--- src/rtl/wb_bus_dispatch_if.sv ---
// Wishbone bundle for wb_bus_dispatch: the upstream (SPI command master) side
// and the shared/one-hot fan-out towards NUM_SLAVES register slaves.
interface wb_bus_dispatch_if #(
  parameter int NUM_SLAVES = 4,
  parameter int ADR_W      = 7,
  parameter int SLV_ADR_W  = 4,
  parameter int DAT_W      = 32
);
  logic                        wb_cyc_i;
  logic                        wb_stb_i;
  logic                        wb_we_i;
  logic [ADR_W-1:0]            wb_adr_i;
  logic [DAT_W-1:0]            wb_dat_i;
  logic [DAT_W-1:0]            wb_dat_o;
  logic                        wb_ack_o;
  logic [NUM_SLAVES-1:0]       s_cyc_o;
  logic [NUM_SLAVES-1:0]       s_stb_o;
  logic                        s_we_o;
  logic [SLV_ADR_W-1:0]        s_adr_o;
  logic [DAT_W-1:0]            s_dat_o;
  logic [NUM_SLAVES*DAT_W-1:0] s_dat_i;
  logic [NUM_SLAVES-1:0]       s_ack_i;
  logic                        bus_err_o;

  // The dispatcher's view: answers the master, drives the slaves.
  modport slave (
    input  wb_cyc_i, wb_stb_i, wb_we_i, wb_adr_i, wb_dat_i, s_dat_i, s_ack_i,
    output wb_dat_o, wb_ack_o, s_cyc_o, s_stb_o, s_we_o, s_adr_o, s_dat_o, bus_err_o
  );

  // The environment's view: upstream master plus the slave register blocks.
  modport master (
    output wb_cyc_i, wb_stb_i, wb_we_i, wb_adr_i, wb_dat_i, s_dat_i, s_ack_i,
    input  wb_dat_o, wb_ack_o, s_cyc_o, s_stb_o, s_we_o, s_adr_o, s_dat_o, bus_err_o
  );
endinterface

--- src/rtl/wb_bus_dispatch.sv ---
// One-outstanding Wishbone classic dispatcher with decode, timeout and error acks.
// Optional error status register at the top select index: WB_DISPATCH_ERRSTAT_EN.
module wb_bus_dispatch #(
  parameter int NUM_SLAVES = 4,
  parameter int ADR_W      = 7,
  parameter int SLV_ADR_W  = 4,
  parameter int DAT_W      = 32,
  parameter int TIMEOUT    = 15
) (
  input  logic             clk,
  input  logic             rst_n,
  wb_bus_dispatch_if.slave bus
);
  localparam int SEL_W = ADR_W - SLV_ADR_W;
  localparam logic [SEL_W:0] NUM_SL = (SEL_W+1)'(NUM_SLAVES);
  localparam logic [7:0] TO_CNT = 8'(TIMEOUT);

  // UNMAP delays the decode error by one cycle so it lands like a fastest slave ack.
  typedef enum logic [2:0] {IDLE, BUSY, UNMAP, ACK, ERR} state_t;

  state_t              state_reg, state_next;
  logic [7:0]          cnt_reg, cnt_next;
  logic [ADR_W-1:0]    adr_reg;
  logic                we_reg;
  logic [DAT_W-1:0]    dat_reg;
  logic [DAT_W-1:0]    rdata_reg;
  logic [SEL_W-1:0]    sel_reg;
  logic [SEL_W-1:0]    req_sel;
  logic [DAT_W-1:0]    sel_data;
  logic [DAT_W-1:0]    stat_rdata;
  logic [NUM_SLAVES-1:0] hit;
  logic req, req_mapped, req_local, ack_hit, capture, to_fire;

  assign req        = bus.wb_cyc_i & bus.wb_stb_i;
  assign req_sel    = bus.wb_adr_i[ADR_W-1:SLV_ADR_W];
  assign req_mapped = ({1'b0, req_sel} < NUM_SL);

  generate
    for (genvar gi = 0; gi < NUM_SLAVES; gi++) begin : g_hit
      assign hit[gi] = (sel_reg == SEL_W'(gi));
    end
  endgenerate

  assign ack_hit = |(bus.s_ack_i & hit);

  always_comb begin
    sel_data = '0;
    for (int k = 0; k < NUM_SLAVES; k++) begin
      if (hit[k]) sel_data = sel_data | bus.s_dat_i[k*DAT_W +: DAT_W];
    end
  end

  always_comb begin
    state_next = state_reg;
    cnt_next   = cnt_reg;
    capture    = 1'b0;
    to_fire    = 1'b0;
    case (state_reg)
      IDLE: begin
        cnt_next = '0;
        if (req) begin
          if (req_local)       state_next = ACK;
          else if (req_mapped) state_next = BUSY;
          else                 state_next = UNMAP;
        end
      end
      BUSY: begin
        // Master abort outranks a same-cycle slave ack; the ack outranks the timeout.
        if (!bus.wb_cyc_i) begin
          state_next = IDLE;
        end else if (ack_hit) begin
          capture    = 1'b1;
          state_next = ACK;
        end else if (cnt_reg == TO_CNT) begin
          to_fire    = 1'b1;
          state_next = ERR;
        end else begin
          cnt_next = cnt_reg + 8'd1;
        end
      end
      UNMAP:   state_next = ERR;
      ACK:     state_next = IDLE;
      ERR:     state_next = IDLE;
      default: state_next = IDLE;
    endcase
  end

  always_ff @(posedge clk or negedge rst_n) begin
    if (!rst_n) begin
      state_reg <= IDLE;
      cnt_reg   <= '0;
      adr_reg   <= '0;
      we_reg    <= 1'b0;
      dat_reg   <= '0;
      sel_reg   <= '0;
      rdata_reg <= '0;
    end else begin
      state_reg <= state_next;
      cnt_reg   <= cnt_next;
      if (state_reg == IDLE && req) begin
        adr_reg   <= bus.wb_adr_i;
        we_reg    <= bus.wb_we_i;
        dat_reg   <= bus.wb_dat_i;
        sel_reg   <= req_sel;
        rdata_reg <= bus.wb_we_i ? '0 : stat_rdata;
      end else if (capture) begin
        rdata_reg <= we_reg ? '0 : sel_data;
      end
    end
  end

`ifdef WB_DISPATCH_ERRSTAT_EN
  localparam logic [SEL_W-1:0] LOCAL_SEL = '1;

  logic [15:0]      err_cnt_reg;
  logic             last_to_reg;
  logic [ADR_W-1:0] last_adr_reg;
  logic [31:0]      stat_word;

  assign req_local  = (req_sel == LOCAL_SEL);
  assign stat_word  = {err_cnt_reg, last_to_reg, {(15-ADR_W){1'b0}}, last_adr_reg};
  assign stat_rdata = DAT_W'(stat_word);

  always_ff @(posedge clk or negedge rst_n) begin
    if (!rst_n) begin
      err_cnt_reg  <= '0;
      last_to_reg  <= 1'b0;
      last_adr_reg <= '0;
    end else if (state_reg == IDLE && req && req_local && bus.wb_we_i) begin
      err_cnt_reg  <= '0;
      last_to_reg  <= 1'b0;
      last_adr_reg <= '0;
    end else if (to_fire || state_reg == UNMAP) begin
      if (err_cnt_reg != 16'hFFFF) err_cnt_reg <= err_cnt_reg + 16'd1;
      last_to_reg  <= to_fire;
      last_adr_reg <= adr_reg;
    end
  end
`else
  assign req_local  = 1'b0;
  assign stat_rdata = '0;
`endif

  assign bus.s_cyc_o   = (state_reg == BUSY) ? hit : '0;
  assign bus.s_stb_o   = (state_reg == BUSY) ? hit : '0;
  assign bus.s_we_o    = we_reg;
  assign bus.s_adr_o   = adr_reg[SLV_ADR_W-1:0];
  assign bus.s_dat_o   = dat_reg;
  assign bus.wb_ack_o  = (state_reg == ACK) || (state_reg == ERR);
  assign bus.bus_err_o = (state_reg == ERR);
  assign bus.wb_dat_o  = (state_reg == ERR) ? '1 :
                         (state_reg == ACK) ? rdata_reg : '0;
endmodule
--- src/flat_wrapper.sv ---
// flat-port wrapper written by rule: the top's interface ports become plain ports
module wb_bus_dispatch_flat 
#(
  parameter int NUM_SLAVES = 4,
  parameter int ADR_W      = 7,
  parameter int SLV_ADR_W  = 4,
  parameter int DAT_W      = 32,
  parameter int TIMEOUT    = 15
)
  (clk, rst_n, bus_wb_cyc_i, bus_wb_stb_i, bus_wb_we_i, bus_wb_adr_i, bus_wb_dat_i, bus_s_dat_i, bus_s_ack_i, bus_wb_dat_o, bus_wb_ack_o, bus_s_cyc_o, bus_s_stb_o, bus_s_we_o, bus_s_adr_o, bus_s_dat_o, bus_bus_err_o);
  wb_bus_dispatch_if #(.NUM_SLAVES(NUM_SLAVES), .ADR_W(ADR_W), .SLV_ADR_W(SLV_ADR_W), .DAT_W(DAT_W)) bus_i ();
  input  logic clk;
  input  logic rst_n;
  input wire logic [$bits(bus_i.wb_cyc_i)-1:0] bus_wb_cyc_i;
  input wire logic [$bits(bus_i.wb_stb_i)-1:0] bus_wb_stb_i;
  input wire logic [$bits(bus_i.wb_we_i)-1:0] bus_wb_we_i;
  input wire logic [$bits(bus_i.wb_adr_i)-1:0] bus_wb_adr_i;
  input wire logic [$bits(bus_i.wb_dat_i)-1:0] bus_wb_dat_i;
  input wire logic [$bits(bus_i.s_dat_i)-1:0] bus_s_dat_i;
  input wire logic [$bits(bus_i.s_ack_i)-1:0] bus_s_ack_i;
  output wire logic [$bits(bus_i.wb_dat_o)-1:0] bus_wb_dat_o;
  output wire logic [$bits(bus_i.wb_ack_o)-1:0] bus_wb_ack_o;
  output wire logic [$bits(bus_i.s_cyc_o)-1:0] bus_s_cyc_o;
  output wire logic [$bits(bus_i.s_stb_o)-1:0] bus_s_stb_o;
  output wire logic [$bits(bus_i.s_we_o)-1:0] bus_s_we_o;
  output wire logic [$bits(bus_i.s_adr_o)-1:0] bus_s_adr_o;
  output wire logic [$bits(bus_i.s_dat_o)-1:0] bus_s_dat_o;
  output wire logic [$bits(bus_i.bus_err_o)-1:0] bus_bus_err_o;
  assign bus_i.wb_cyc_i = bus_wb_cyc_i;
  assign bus_i.wb_stb_i = bus_wb_stb_i;
  assign bus_i.wb_we_i = bus_wb_we_i;
  assign bus_i.wb_adr_i = bus_wb_adr_i;
  assign bus_i.wb_dat_i = bus_wb_dat_i;
  assign bus_i.s_dat_i = bus_s_dat_i;
  assign bus_i.s_ack_i = bus_s_ack_i;
  assign bus_wb_dat_o = bus_i.wb_dat_o;
  assign bus_wb_ack_o = bus_i.wb_ack_o;
  assign bus_s_cyc_o = bus_i.s_cyc_o;
  assign bus_s_stb_o = bus_i.s_stb_o;
  assign bus_s_we_o = bus_i.s_we_o;
  assign bus_s_adr_o = bus_i.s_adr_o;
  assign bus_s_dat_o = bus_i.s_dat_o;
  assign bus_bus_err_o = bus_i.bus_err_o;
  wb_bus_dispatch #(.NUM_SLAVES(NUM_SLAVES), .ADR_W(ADR_W), .SLV_ADR_W(SLV_ADR_W), .DAT_W(DAT_W), .TIMEOUT(TIMEOUT)) u_core (.clk(clk), .rst_n(rst_n), .bus(bus_i));
endmodule
--- config.mk ---
export PLATFORM = sky130hd
export DESIGN_NAME = wb_bus_dispatch_flat
export DESIGN_NICKNAME = d
export VERILOG_FILES = /design/src/rtl/wb_bus_dispatch_if.sv /design/src/rtl/wb_bus_dispatch.sv /design/src/flat_wrapper.sv
export SDC_FILE = /design/constraint.sdc
export NUM_CORES = 1
export LEC_CHECK = 0
export ABC_AREA = 0
export CAP_MARGIN = 5
export CORE_ASPECT_RATIO = 0.5
export CORE_UTILIZATION = 35
export CTS_CLUSTER_DIAMETER = 200
export DETAILED_ROUTE_END_ITERATION = 8
export GPL_TIMING_DRIVEN = 1
export PLACE_DENSITY = 0.75
export SLEW_MARGIN = 40
export SYNTH_ARGS = -nofsm -noshare
export SYNTH_HDL_FRONTEND = slang
export SYNTH_SLANG_ARGS = --single-unit
--- constraint.sdc ---
create_clock -name clk -period 1.7 [get_ports clk]
set_input_delay 0.34 -clock clk [delete_from_list [all_inputs] [get_ports clk]]
set_output_delay 0.34 -clock clk [all_outputs]
set_load 0.05 [all_outputs]
[After elaboration in Yosys (flattened, before gate mapping)]
Index checks and enable logic that the tools add are counted.
Storage, ports and cells
  logic and storage cells: 59
  register bits after elaboration: 83
Operators by class
  reduce and logical (&&, ||, !) cells: 9
  eq/ne operators: 13
  $lt $le $gt $ge: 1
  mux-type cells: 23
  bitwise logic cells: 5
  $add $sub $neg: 1
Operators by type and width (number)
  $mux 32: 9
  $or 32x32->32: 3
  $mux 8: 3
  $pmux 8 s2: 1
  $eq 3x2->1 const B: 4
  $mux 3: 4
  $pmux 3 s3: 1
  $add 8x1->8 const B: 1
  $eq 8x4->1 const B: 1
  $eq 3x1->1 const B: 2
  $logic_not 3->1: 2
  $ne 2x2->1 const B: 3
  $and 4x4->4: 1
  $mux 4: 1
  $ne 4x2->1 const B: 1
  $reduce_and 4->1: 1
  $reduce_bool 2->1: 2
  $reduce_or 4->1: 1
  $eq 3x3->1 const B: 1
  $lt 3x3->1 const B: 1
  $mux 1: 3
  $mux 2: 1
  $ne 2x1->1 const B: 1
  $reduce_and 2->1: 1
  other kinds (3): 3

[Longest topological paths before layout]
  word-level depth: 11
  mapped depth: 7
  depth with buffers taken out: 5

[Worst setup path before layout]
Ideal clock, no wire load.
  path type: flip-flop to output port
  from: register u_core.state_reg[0]
  to: output port bus_wb_dat_o[22]
  arrival: 3207 ps
  slack: -1847 ps
  cell stages (with the launch flop): 6
  cells stage by stage: dfrtp_1 buf_2 nor3b_1 o21bai_1 clkbuf_1 o21a_1
Between the ends
  elaborated cells between the ends (all ways): 4
  those cells by class: eq/ne: 2; mux: 2
RTL lines
  start, declared: line wb_bus_dispatch.sv:21  | state_t state_reg, state_next;
  start signal, assigned: line wb_bus_dispatch.sv:98  | state_reg <= state_next;
  $eq 3x3->1
  via bus_bus_err_o: line flat_wrapper.sv:28  | output wire logic [$bits(bus_i.bus_err_o)-1:0] bus_bus_err_o;
  $mux 32: line wb_bus_dispatch.sv:151  | assign bus.wb_dat_o = (state_reg == ERR) ? '1 :
  end, declared: line flat_wrapper.sv:21  | output wire logic [$bits(bus_i.wb_dat_o)-1:0] bus_wb_dat_o;
The timed path passes the listed nets, and every way through them passes these cells.

[Worst setup path after layout]
  from: register u_core.state_reg[0]
  to: output port bus_wb_dat_o[31]
Between the ends
  cells in the longest elaborated chain, start to end: 3
  elaborated cells between the ends (all ways): 4
  those cells by class: eq/ne: 2; mux: 2
RTL lines
  $eq 3x2->1: line wb_bus_dispatch.sv:152  | (state_reg == ACK) ? rdata_reg : '0;
  $mux 32: line wb_bus_dispatch.sv:152
  $mux 32 *: line wb_bus_dispatch.sv:151
Mark *: on every way between the ends. The rest lies on a longest branch, timed or not.

==> flow_metrics.env <==
export IMPL_synth_top_cells_by_count="dfrtp_1, mux2_2, inv_1, o21a_1"
export IMPL_setup_slack_ps=-456
export IMPL_end_kind="output pin"
export IMPL_core_region_area_mm2=0.0122
export IMPL_multiInputGateArea_mm2=0.00288
export IMPL_met2_usage=0.413
export IMPL_dp_hpwl_mm=11.4
export IMPL_syn2layout_area_growth_pct=106
export IMPL_clk_pin_slew_ps=60
export IMPL_fmax_ghz=0.464
export IMPL_numCtsBuffers=9
export IMPL_die_y_um=82.3
export IMPL_cts_max_path_buffers=2
export IMPL_powerDensity_mw_per_mm2=1480
export IMPL_synthFlopType="dfrtp_1"
export IMPL_rsz0062_at_grt="yes"
export IMPL_io_pins=255
export IMPL_slowest_stage="dfrtp_2"
export IMPL_fill_cells=714
export IMPL_synth_top_cell_by_area="dfrtp_1"
export IMPL_fin_area_mm2=0.00931
export IMPL_grt_antenna_before_repair=0
export IMPL_fin_nets=830
export IMPL_setup_viol=123
export IMPL_hold_path_class="input port to asynchronous set/reset pin"
export IMPL_grt_pass1_wl_mm=22.9
export IMPL_insertedDiodeCount=0
export IMPL_status="finished with violations"
export IMPL_worstPathArrival_ps=1820
export IMPL_worstPathMaxFanout=5
export IMPL_synth_simple_gate_area_frac=0.0508
export IMPL_synth_edf_count=0
export IMPL_overflow=0
export IMPL_die_w_um=163
export IMPL_place_congestion=0.812
export IMPL_ff_latch_area_mm2=0.00208
export IMPL_grt_max_degree=34
export IMPL_synth_top_family_by_area="multiplexers"
export IMPL_max_slew_margin=0.694
export IMPL_synth_seq_area_share=0.460
export IMPL_design_die_area_mm2=0.0134
export IMPL_grt_pass1_vias=4288
export IMPL_port_buffers=254
export IMPL_setup_tns_ps=-31770
export IMPL_holdWs_ps=461
export IMPL_slew_violations=0
export IMPL_synth_distinct_cells=41
export IMPL_yosysTopAreaCellShare=0.460
export IMPL_drt_wl_total_mm=17.7
export IMPL_leakage_nw=3.88
export IMPL_drive_above_1_share=0.497
export IMPL_fin_crit_sh=1.27
export IMPL_path_cells="nor3b_4 -> o21bai_4 -> buf_4 -> buf_6 -> o21a_1 -> buf_12"
export IMPL_hold_viol=0
export IMPL_critPathLaunchType="flop"
export IMPL_cts_sinks=83
export IMPL_vdd_drop_max_v=0.00110
export IMPL_finClkSkew_ps=9.12
export IMPL_ant_nets=0
export IMPL_crit_family="flip-flops"
export IMPL_critPathMaxStageDelay_ps=440
export IMPL_violations="negative setup slack"
export IMPL_final_core_util=0.763
export IMPL_yosys_area_share_xor_xnor=0
export IMPL_htreeDepth=3
export IMPL_via_per_inst=5.25
export IMPL_syn_inst=353
export IMPL_netlist_area_mm2=0.00451
export IMPL_cts_tree="done"
export IMPL_top_usage_layer="met2"
export IMPL_required_ps=1360
export IMPL_synth_most_common_cell="dfrtp_1"
export IMPL_drt_wirelength_per_cell_um=21.5
export IMPL_cap_violations=0
export IMPL_yosysWarningCount=0
export IMPL_worst_pin_slew_ps=459
export IMPL_muxShareOfSynthArea=0.272
export IMPL_drcViolationCount=0
export IMPL_core_rowCount=28
export IMPL_async_flop_share=1.00
export IMPL_synth_seq_cells=83
export IMPL_synth_compound_area_frac=0.147
export IMPL_cts_root_buf="clkbuf_16"
export IMPL_synth_fa_ha_area_frac=0.00277
export IMPL_clk_latency_ps=350
export IMPL_avgSynthCellArea_um2=12.8
export IMPL_synth_fp_nets=530
export IMPL_drtIter0Drc=182
export IMPL_dpl_worst_slack_ps=-411
export IMPL_start_util=0.370
export IMPL_use_met1=0.275
export IMPL_synthTopCellsByArea="dfrtp_1, mux4_2, mux2_2, o2bb2ai_1, o21a_1"
export IMPL_grt_use_met3=0.0430
export IMPL_worst_path_buf_inv=3
export IMPL_crit_type="flop to output pin"
export IMPL_num_vias=4321
export IMPL_period_minus_slack_ps=2160
export IMPL_dpl_cell_area_mm2=0.00810
export IMPL_dr_pass1_iters=4
export IMPL_grt_usage=0.228
layout make-up:
type | instances | area share
Inverter | 34 | 0.0137
Clock inverter | 7 | 0.00793
Clock buffer | 9 | 0.0242
Tap cell | 165 | 0.0222
Timing Repair Buffer | 322 | 0.399
Multi-Input combinational cell | 203 | 0.309
Sequential cell | 83 | 0.224
routing by layer:
metal | vias up | part of all wire
li1 | 1917 | -
met1 | 2216 | 0.39
met2 | 152 | 0.53
met3 | 36 | 0.054
met4 | 0 | 0.025
met5 | - | 0
layout by cell type, fill, tap and decap left out, types with 13 or more instances in the layout:
cell type | synthesis | layout
buf_4 | 10 | 67
dfrtp_1 | 83 | 79
inv_1 | 34 | 34
o2bb2ai_2 | 0 | 28
clkdlybuf4s50_1 | 0 | 174
buf_6 | 1 | 18
mux4_2 | 32 | 32
o21a_4 | 0 | 29
clkbuf_16 | 0 | 13
mux2_4 | 0 | 27
buf_12 | 0 | 54
final timing paths:
kind | startpoint | endpoint | slack [ps] | cells past startpoint
max in group asynchronous | rst_n | u_core.sel_reg[0] | 730 | 3
max | u_core.state_reg[0] | bus_wb_dat_o[31] | -460 | 6
min in group clk | u_core.adr_reg[2] | u_core.adr_reg[2] | 490 | 1
min reg2reg | u_core.adr_reg[2] | u_core.adr_reg[2] | 490 | 1
min | rst_n | u_core.adr_reg[2] | 460 | 2
max reg2reg | u_core.state_reg[1] | u_core.bus.s_dat_o[26] | -260 | 6
metrics by stage:
step	std cells	total power, mW
finish	823	13.8
global route	823	14.3
CTS	810	12.9
detailed placement	777	10.3
global placement	777	10.2
floorplan	353	7.75
repair_timing:
item	CTS	global route
pin swaps	8	14
endpoints found under the setup margin	120	124
hold buffers	1	0
setup buffers	13	15
gates cloned	4	5
endpoints found under the hold margin	27	0
gates resized for setup	27	97
logic make-up (layout without fill, tap and decap cells):
kind of cell / count (synthesis) / count (layout)
muxes: 77 / 77
adders and majority gates: 1 / 1
and+or+nand+nor: 42 / 42
buffers and inverters: 67 / 372
DFF: 83 / 83
AOI/OAI and AO/OA: 83 / 83
where the power goes:
group / internal [mW] / total (mW) / switching, mW / leakage (nW)
Sequential: 2.57 / 3.03 / 0.459 / 1.06
Clock: 1.15 / 2.01 / 0.863 / 0.147
Combinational: 4.09 / 8.71 / 4.62 / 2.67
Note: power is estimated with default switching activity, not from simulation.
